File: config.mk
export PLATFORM = sky130hd
export DESIGN_NAME = game_fsm_ctrl
export DESIGN_NICKNAME = d
export VERILOG_FILES = /design/src/rtl/game_fsm_ctrl.sv
export SDC_FILE = /design/constraint.sdc
export NUM_CORES = 1
export LEC_CHECK = 0
export ABC_AREA = 1
export BUFFER_PORTS_ARGS = -buffer_cell sky130_fd_sc_hd__buf_2
export CAP_MARGIN = 10
export CORE_MARGIN = 1.5
export CORE_UTILIZATION = 55
export CTS_CLUSTER_DIAMETER = 150
export CTS_CLUSTER_SIZE = 10
export DETAILED_ROUTE_END_ITERATION = 10
export PLACE_DENSITY = 0.71
export SLEW_MARGIN = 20
export SYNTH_ARGS = -nofsm -noshare
export SYNTH_HDL_FRONTEND = slang
export SYNTH_SLANG_ARGS = --single-unit
File: constraint.sdc
create_clock -name clk -period 3.3 [get_ports clk]
set_input_delay 0.66 -clock clk [delete_from_list [all_inputs] [get_ports clk]]
set_output_delay 0.66 -clock clk [all_outputs]
set_load 0.05 [all_outputs]
File: src/rtl/game_fsm_ctrl.sv
// Game-flow controller: MENU -> COUNTDOWN -> GAME -> SCORE, with debounced
// player buttons, game-duration selection and score / high-score tracking.
module game_fsm_ctrl #(
    parameter int CLK_HZ          = 100_000_000,
    parameter int DEBOUNCE_CYCLES = 1_000_000,
    parameter int CD_SECONDS      = 3,
    parameter int TIME_DEFAULT    = 30,
    parameter int TIME_MIN        = 10,
    parameter int TIME_MAX        = 120,
    parameter int TIME_STEP       = 10,
    parameter int SCORE_MAX       = 999
) (
    input  logic       clk,
    input  logic       rst,
    input  logic       btn_start,
    input  logic       btn_up,
    input  logic       btn_down,
    input  logic       hit,
    input  logic       end_of_time,
    output logic [1:0] state_out,
    output logic [7:0] game_time,
    output logic [3:0] countdown,
    output logic [9:0] score,
    output logic [9:0] high_score,
    output logic       new_record
);

    localparam int DB_W = (DEBOUNCE_CYCLES > 1) ? $clog2(DEBOUNCE_CYCLES) : 1;
    localparam int PS_W = (CLK_HZ > 1) ? $clog2(CLK_HZ) : 1;

    typedef enum logic [1:0] {
        S_MENU  = 2'b00,
        S_CD    = 2'b01,
        S_GAME  = 2'b10,
        S_SCORE = 2'b11
    } state_e;

    logic [2:0]      btn_raw_s;
    logic [2:0]      sync1_q, sync1_d, sync2_q, sync2_d;
    logic [2:0]      level_q, level_d, press_q, press_d;
    logic [DB_W-1:0] db_cnt_q [3];
    logic [DB_W-1:0] db_cnt_d [3];

    state_e          state_q, state_d;
    logic [7:0]      game_time_q, game_time_d;
    logic [3:0]      countdown_q, countdown_d;
    logic [PS_W-1:0] presc_q, presc_d;
    logic [9:0]      score_q, score_d, high_score_q, high_score_d;
    logic            new_record_q, new_record_d;
    logic            start_p_s, up_p_s, down_p_s;
    logic [9:0]      score_hit_s;
    logic [7:0]      time_up_s, time_down_s;

    assign btn_raw_s = {btn_down, btn_up, btn_start};
    assign start_p_s = press_q[0];
    assign up_p_s    = press_q[1];
    assign down_p_s  = press_q[2];

    // Button front end: synchronise, debounce, and emit a pulse on each accepted press.
    always_comb begin
        sync1_d = btn_raw_s;
        sync2_d = sync1_q;
        level_d = level_q;
        for (int i = 0; i < 3; i++) begin
            db_cnt_d[i] = {DB_W{1'b0}};
            if (sync2_q[i] != level_q[i]) begin
                if (db_cnt_q[i] == DB_W'(DEBOUNCE_CYCLES - 1)) begin
                    level_d[i] = sync2_q[i];
                end else begin
                    db_cnt_d[i] = db_cnt_q[i] + DB_W'(1);
                end
            end else begin
                db_cnt_d[i] = {DB_W{1'b0}};
            end
        end
        press_d = level_d & ~level_q;
    end

    // Saturating helpers shared by the state transitions.
    always_comb begin
        if (hit && (score_q != 10'(SCORE_MAX))) begin
            score_hit_s = score_q + 10'd1;
        end else begin
            score_hit_s = score_q;
        end
        if ((9'(game_time_q) + 9'(TIME_STEP)) > 9'(TIME_MAX)) begin
            time_up_s = 8'(TIME_MAX);
        end else begin
            time_up_s = game_time_q + 8'(TIME_STEP);
        end
        if (9'(game_time_q) < (9'(TIME_MIN) + 9'(TIME_STEP))) begin
            time_down_s = 8'(TIME_MIN);
        end else begin
            time_down_s = game_time_q - 8'(TIME_STEP);
        end
    end

    // Game-flow next-state and next-output logic.
    always_comb begin
        state_d      = state_q;
        game_time_d  = game_time_q;
        countdown_d  = countdown_q;
        presc_d      = presc_q;
        score_d      = score_q;
        high_score_d = high_score_q;
        new_record_d = new_record_q;
        case (state_q)
            S_MENU: begin
                if (start_p_s) begin
                    state_d     = S_CD;
                    countdown_d = 4'(CD_SECONDS);
                    presc_d     = {PS_W{1'b0}};
                end else if (up_p_s && !down_p_s) begin
                    game_time_d = time_up_s;
                end else if (down_p_s && !up_p_s) begin
                    game_time_d = time_down_s;
                end else begin
                    game_time_d = game_time_q;
                end
            end
            S_CD: begin
                if (presc_q == PS_W'(CLK_HZ - 1)) begin
                    presc_d = {PS_W{1'b0}};
                    if (countdown_q <= 4'd1) begin
                        state_d      = S_GAME;
                        countdown_d  = 4'd0;
                        score_d      = 10'd0;
                        new_record_d = 1'b0;
                    end else begin
                        countdown_d = countdown_q - 4'd1;
                    end
                end else begin
                    presc_d = presc_q + PS_W'(1);
                end
            end
            S_GAME: begin
                score_d = score_hit_s;
                // The timer expiring wins over an abort arriving in the same cycle.
                if (end_of_time) begin
                    state_d = S_SCORE;
                    if (score_hit_s > high_score_q) begin
                        high_score_d = score_hit_s;
                        new_record_d = 1'b1;
                    end else begin
                        high_score_d = high_score_q;
                    end
                end else if (down_p_s) begin
                    state_d = S_MENU;
                end else begin
                    state_d = S_GAME;
                end
            end
            S_SCORE: begin
                if (start_p_s) begin
                    state_d      = S_MENU;
                    new_record_d = 1'b0;
                end else begin
                    state_d = S_SCORE;
                end
            end
            default: begin
                state_d = S_MENU;
            end
        endcase
    end

    // State and output registers with synchronous reset.
    always_ff @(posedge clk) begin
        if (rst) begin
            sync1_q      <= 3'b000;
            sync2_q      <= 3'b000;
            level_q      <= 3'b000;
            press_q      <= 3'b000;
            for (int i = 0; i < 3; i++) begin
                db_cnt_q[i] <= {DB_W{1'b0}};
            end
            state_q      <= S_MENU;
            game_time_q  <= 8'(TIME_DEFAULT);
            countdown_q  <= 4'd0;
            presc_q      <= {PS_W{1'b0}};
            score_q      <= 10'd0;
            high_score_q <= 10'd0;
            new_record_q <= 1'b0;
        end else begin
            sync1_q      <= sync1_d;
            sync2_q      <= sync2_d;
            level_q      <= level_d;
            press_q      <= press_d;
            for (int i = 0; i < 3; i++) begin
                db_cnt_q[i] <= db_cnt_d[i];
            end
            state_q      <= state_d;
            game_time_q  <= game_time_d;
            countdown_q  <= countdown_d;
            presc_q      <= presc_d;
            score_q      <= score_d;
            high_score_q <= high_score_d;
            new_record_q <= new_record_d;
        end
    end

    assign state_out  = state_q;
    assign game_time  = game_time_q;
    assign countdown  = countdown_q;
    assign score      = score_q;
    assign high_score = high_score_q;
    assign new_record = new_record_q;

endmodule

==> After elaboration in Yosys (flattened, before gate mapping) <==
Memory sizes are Yosys's and may differ from the RTL's.
Cells that the tools add are included.
{ "totals": {"ff_bits": 74, "ram_bits": 60, "in_bits": 7, "output_inout_bits": 35, "word_cells": 111, "n_memories": 1} }
{ "memory_table": {"columns": ["name", "words", "width", "read_ports", "rd_ports_with_merged_regs", "wr", "line", "text"], "rows": [
  ["db_cnt_q", 3, 20, 3, 0, 3, "41", "logic [DB_W-1:0] db_cnt_q [3];"]
]} }
{ "classes": {"addsub": 9, "n_lt_le_gt_ge": 4, "n_eq_ne": 17, "mux": 46, "bitwise": 6, "n_reduce_logical": 17} }
{ "op_table": {"columns": ["operator", "n"], "rows": [
  ["$mux 20", 9],
  ["$add 20x1->20 const B", 3],
  ["$eq 20x20->1 const B", 3],
  ["$mux 27", 2],
  ["$pmux 27 s2", 1],
  ["$mux 8", 4],
  ["$mux 10", 3],
  ["$add 27x1->27 const B", 1],
  ["$eq 27x27->1 const B", 1],
  ["$pmux 10 s2", 1],
  ["$reduce_and 3->1", 5],
  ["$mux 1", 14],
  ["$mux 2", 6],
  ["$mux 4", 3],
  ["$ne 2x2->1 const B", 6],
  ["$add 10x1->10 const B", 1],
  ["$gt 10x10->1", 1],
  ["$ne 10x10->1 const B", 1],
  ["$add 8x4->9 const B", 1],
  ["$gt 9x7->1 const B", 1],
  ["$add 8x4->8 const B", 1],
  ["$lt 8x5->1 const B", 1],
  ["$pmux 2 s4", 1],
  ["$pmux 4 s2", 1],
  ["18 further kinds", 28]
]} }

==> Logic depth before layout (Yosys ltp) <==
{ "depth": {"depth_word": 7, "ltp_mapped": 20, "depth_no_buf": 19} }

==> Worst setup path before layout <==
No wires, ideal clock.
{ "synth_timing": {"path_kind": "reg2reg", "start": "reg score_q[0], in the netlist score[0]", "end": "reg high_score_q[0], in the netlist high_score[0]", "setup_ns": 0.114, "t_arrival_ns": 2.885, "setup_slack_ns": 0.302, "path_stages_with_launch": 17, "n_path_buf": 1, "path_cell_list": "dfxtp_1 > ha_1 > nand2_2 > nor2_1 > nand4_1 > nand2_2 > nand2_1 > and2_1 > ha_1 > nand2_1 > nor2_1 > nand3_1 > nand3_1 > nand3_2 > buf_4 > a21oi_1 > nor2_1"} }
{ "synth_via": {"elab_chain_len": 5, "word_cells_on_any_way": 6, "cone_classes": "add/sub (1); order compare (1); eq/ne (1); mux (1); reduce/logical (2)"} }
{ "synth_lines": {"columns": ["item", "line", "text"], "rows": [
  ["start: declaration", "48", "logic [9:0] score_q, score_d, high_score_q, high_score_d;"],
  ["start signal: assignment", "196", "score_q <= score_d;"],
  ["parallel branches: the longest is 2 deep, another holds $add 10x1->10", null, null],
  ["$mux 10 *", "81", "if (hit && (score_q != 10'(SCORE_MAX))) begin"],
  ["named net score_hit_s[9]", "51", "logic [9:0] score_hit_s;"],
  ["$gt 10x10->1 *", "141", "if (score_hit_s > high_score_q) begin"],
  ["$reduce_and 3->1 (no source line) *", null, null],
  ["end signal: assignment", "197", "high_score_q <= high_score_d;"],
  ["end: declaration", "48", null]
]} }
Mark *: on every way through the listed nets, which the timed path passes.
A chain may end at the register's enable or synchronous reset.

==> Worst setup path after layout <==
{ "layout_timing": {"start": "reg score_q[0], in the netlist score[0]", "end": "reg high_score_q[2], in the netlist high_score[2]"} }
The elaborated chain is that of the path after synthesis.

==> results.txt <==
The run finished with clean final reports. Clock-pin slew was measured on the worst setup and hold paths at 0.06 ns. The arithmetic-cell share of the synthesized area counting full adders, half adders and majority gates is 3.40%. In this run, synthesis inferred 0 flip-flops with an integrated enable.

In the synthesized netlist the dominant register cell turns out to be dfxtp_1. The critical path class is register to register. The switching power share of the total came out at 30.7%. The cell with the largest stage delay on the worst path is dfxtp_1. The number of antenna repair diodes came out at 0. The transition time at the pin with the least slew margin came out at 0.677 ns. The remaining antenna violation count is 0. The number of endpoints with negative hold slack in the final report is 0. The wire length per cell came out at 11.8 um. The synthesized netlist devotes 4.04% of its cell area to XOR and XNOR gates. The number of I/O port buffers is 40. The fraction of the mapped netlist area in simple logic gates came out at 38.2%. By instance count, the cell type seen most on the critical path is nor2_1.

The top cell type's share of synthesized area came out at 36.1%. The met3 demand-to-capacity share in global routing came out at 5.16%. The origin of the worst min-delay path is sync1_q[2]. The wire length of the first global-routing pass came out at 27.2 mm. Setup repair after global routing left no endpoint under its margin. The post-detailed-placement half-perimeter wirelength is 11.4 mm. In the routed layout, each cell is associated on average with a via count of 5.13. The sequential cells in the finished layout cover a total of 2660 um2. The hold path depth came out at 2. The count of state elements after synthesis is 133. The worst-case hold path end point is sync2_q[2]. The worst clock skew is 0.0118 ns.

Of all cell types, the one taking the most synthesized area is dfxtp_1. Global routing consumed, on the met1 layer, 29.2% of the routing resources. Summing the sequential cell areas from Yosys gives 36.1% of the chip area.

The number of antenna violations at the first check in global routing came out at 0. STA classifies the critical path endpoint as a register. The worst reg-to-reg path cell count is 15.

Walking the worst path, the cells encountered are ha_1, nand2_2, nor2_1, nand4_1, nand2_2, nand2_1, and2_1, ha_1, nand2_1, nor2_1, o21ai_0, nand3_1, nand3_4, o21ai_0, nor2_1. The peak per-stage delay on the critical path is 0.45 ns. Entering global routing, the biggest net connects 33 pins. The max-capacitance violation count is 0. The clock latency on the worst-skew pair is 0.43 ns.

The startpoint identified for the worst register-to-register timing path is score[0]. The total of hold buffers inserted after clock tree synthesis is 0. The setup slack of the worst register-to-register path came out at 0.42 ns. The total routing usage reported by global routing is 23.4%. The core utilization of the finished layout is 63.6%. The number of rows created at floorplan is 42. The area growth from synthesis to layout is 13.4%. Once layout is done, the placed cells without fillers occupy 8360 um2. The clock network burns 43.7% of the power. At the worst endpoint, the arrival time is 3.19 ns. The post-synthesis cell area is 7370 um2. The post-route DRC violation count came out at 0. The clock passes through at most 2 buffers. The power share of the combinational group is 19.2%. The routed via count is 6,826. The final critical-path required period is 2.88 ns. The min-delay analysis places its worst path in the category register to register. The number of iterations in the first detailed-routing pass is 5. Measured against its own limit, the worst slew margin works out to 54.7%. The total power per unit cell area is 558 nW/um2.

The maximum ir drop on the vdd rail came out at 433 uV. The area of placed instances is 7710 um2. The total clock sinks came out at 133.

The leftover overflow at the end of global routing is 0. The setup TNS is 0 ns. The total CTS buffers is 17.

Once the floorplan was initialized, standard cells occupied 56.1% of the core. TritonCTS built the clock tree. In this run the number of H-tree levels came out at 4. The die height came out at 119 um. The global-route layer with the greatest usage is met2. For met2 alone, demand over resource in global routing was 40.1%.

The maximum fanout along the worst path is 19. Of the post-synthesis cell area, the part taken by muxes is 0%. The number of max-slew violations in the final report is 0. The total number of yosys warnings is 0. The switching power total came out at 1430 uW. The mean area per synthesized cell is 6.71 um2. Setup violations remaining at the end of the flow were counted as 0. The core area is 13,100 um2. The area fraction in compound gates after synthesis is 8.51%. The maximum clock rate is 0.348 GHz. The fraction of final layout cells sized beyond drive strength 1 came out at 12.0%.

The net count of the finished layout is 1,169. The number of distinct library cells after synthesis came out at 44. The placer congestion estimate came out at 0.892. Yosys attributes the largest share of cell area to dfxtp_1 (36%), nand2_1 (13%), inv_1 (7.8%).

The capturing point of the worst reg2reg path is high_score[2]. The commonest cells after synthesis are nand2_1 (263), inv_1 (153), nor2_1 (145). The via count of the first global-routing pass is 6,325. The share of the clock period used by the worst path after layout is 87.2%.

The leakage power figure is 0.00332 uW. The worst setup path is launched from a register. The overall power came out at 4660 uW. CTS placed an instance of clkbuf_16 at the clock tree root. The total area of multi-input combinational cells is 4000 um2. For the worst setup path, the data required time is 3.61 ns. The fraction of registers with async set or reset after synthesis came out at 0%. The part of the total power dissipated in sequential elements is 37.1%.

The number of violations reported at the end of detailed-routing iteration 0 is 393. The width of the die came out at 119 um. The overall routed net length came out at 15.8 mm. Counting the fill cells in the layout gives 1,267.

The cell count after synthesis came out at 1,098. The internal power of the cells is 3230 uW. The I/O pin count came out at 42. The net count of the mapped netlist is 1,125. Yosys instantiated no cell more often than nand2_1.

The main combinational cell family by area after synthesis is simple AND/OR/NAND/NOR gates. The die footprint is 14,100 um2.
[layer usage]
metal | vias up | part of all wire [%]
li1 | 3595 | -
met1 | 3084 | 48
met3 | 17 | 3.5
met5 | - | 0
met2 | 130 | 47
met4 | 0 | 1.2
[state kept, by name, indices dropped and copies added, names as in the netlist, 4 cells and up]
register    cells
presc_q        27
countdown       4
score          10
game_time       7
db_cnt_q       60
high_score     10
[layout make-up]
type                            count  area share, %
Tap cell                          176           2.63
Multi-Input combinational cell    786           47.9
Clock buffer                       21           5.63
Inverter                          160           7.18
Sequential cell                   133           31.9
Timing Repair Buffer               44           2.75
Clock inverter                     11           2.08
[worst max path at each step]
stage / from / slack, ns / to / cells after the start
floorplan: score[0] / 0.30 / high_score[0] / 16
global placement: hit / 0.40 / high_score[2] / 14
detailed placement: hit / 0.33 / high_score[2] / 14
CTS: score[0] / 0.33 / high_score[2] / 15
global route: score[0] / 0.13 / high_score[2] / 15
finish: score[0] / 0.42 / high_score[2] / 15
[power groups by stage]
| stage | registers [uW] | clock network, uW | logic [uW] |
|---|---|---|---|
| after floorplan | 1900 | 0 | 558 |
| after global placement | 1760 | 0 | 877 |
| after detailed placement | 1760 | 0 | 888 |
| after CTS | 1730 | 2070 | 893 |
| after global routing | 1740 | 2130 | 994 |
| final | 1730 | 2040 | 897 |
[cell usage in the layout (no fill, tap or decap), drive strengths merged]
| cell | count |
|---|---|
| clkinv | 4 |
| and2 | 1 |
| clkinvlp | 3 |
| and3 | 1 |
| nor4 | 3 |
| clkbuf | 21 |
| a211o | 1 |
| nand2 | 277 |
| o211ai | 3 |
| buf | 44 |
| o22ai | 1 |
| ha | 20 |
| inv | 160 |
| conb | 1 |
| nor2 | 162 |
| xnor2 | 9 |
| o21a | 2 |
| o21ai | 28 |
| a21boi | 1 |
| nor3b | 11 |
| a21oi | 77 |
| a211oi | 1 |
| a21o | 2 |
| nor3 | 47 |
| xor2 | 25 |
| nand3 | 63 |
| nand3b | 4 |
| nand4 | 32 |
| bufinv | 4 |
| o21bai | 1 |
| or2 | 13 |
| dfxtp | 133 |
[kinds of logic (layout without fill, tap and decap cells)]
kind of cell             Yosys count  in the layout
buffers and inverters            179            236
AO/OA/AOI/OAI                    117            117
adder cells (fa/ha/maj)           20             20
XOR/XNOR                          34             34
other                              1              1
AND/OR/NAND/NOR                  614            614
flip-flops                       133            133
[through the flow]
step | worst slack, ns | hold slack (ns) | cells
6_report | 0.424 | 0.402 | 1331
5_1_grt | 0.127 | 0.423 | 1331
2_1_floorplan | 0.302 | 0.388 | 1098
4_1_cts | 0.327 | 0.403 | 1331
3_3_place_gp | 0.396 | 0.391 | 1299
3_5_place_dp | 0.330 | 0.398 | 1299
[critical path, delay by kind of cell (launching register included)]
kind | cells | cell delay (ns)
adder cells (fa/ha/maj) | 2 | 0.53
AND/OR/NAND/NOR | 11 | 1.44
flip-flops | 1 | 0.45
AO/OA/AOI/OAI | 2 | 0.33
[repair_timing]
item                       in CTS  in global routing
setup endpoints to repair       0                  1
resized for setup               0                  1
setup buffers                   0                  0
Power figures use the tool's default switching activity.
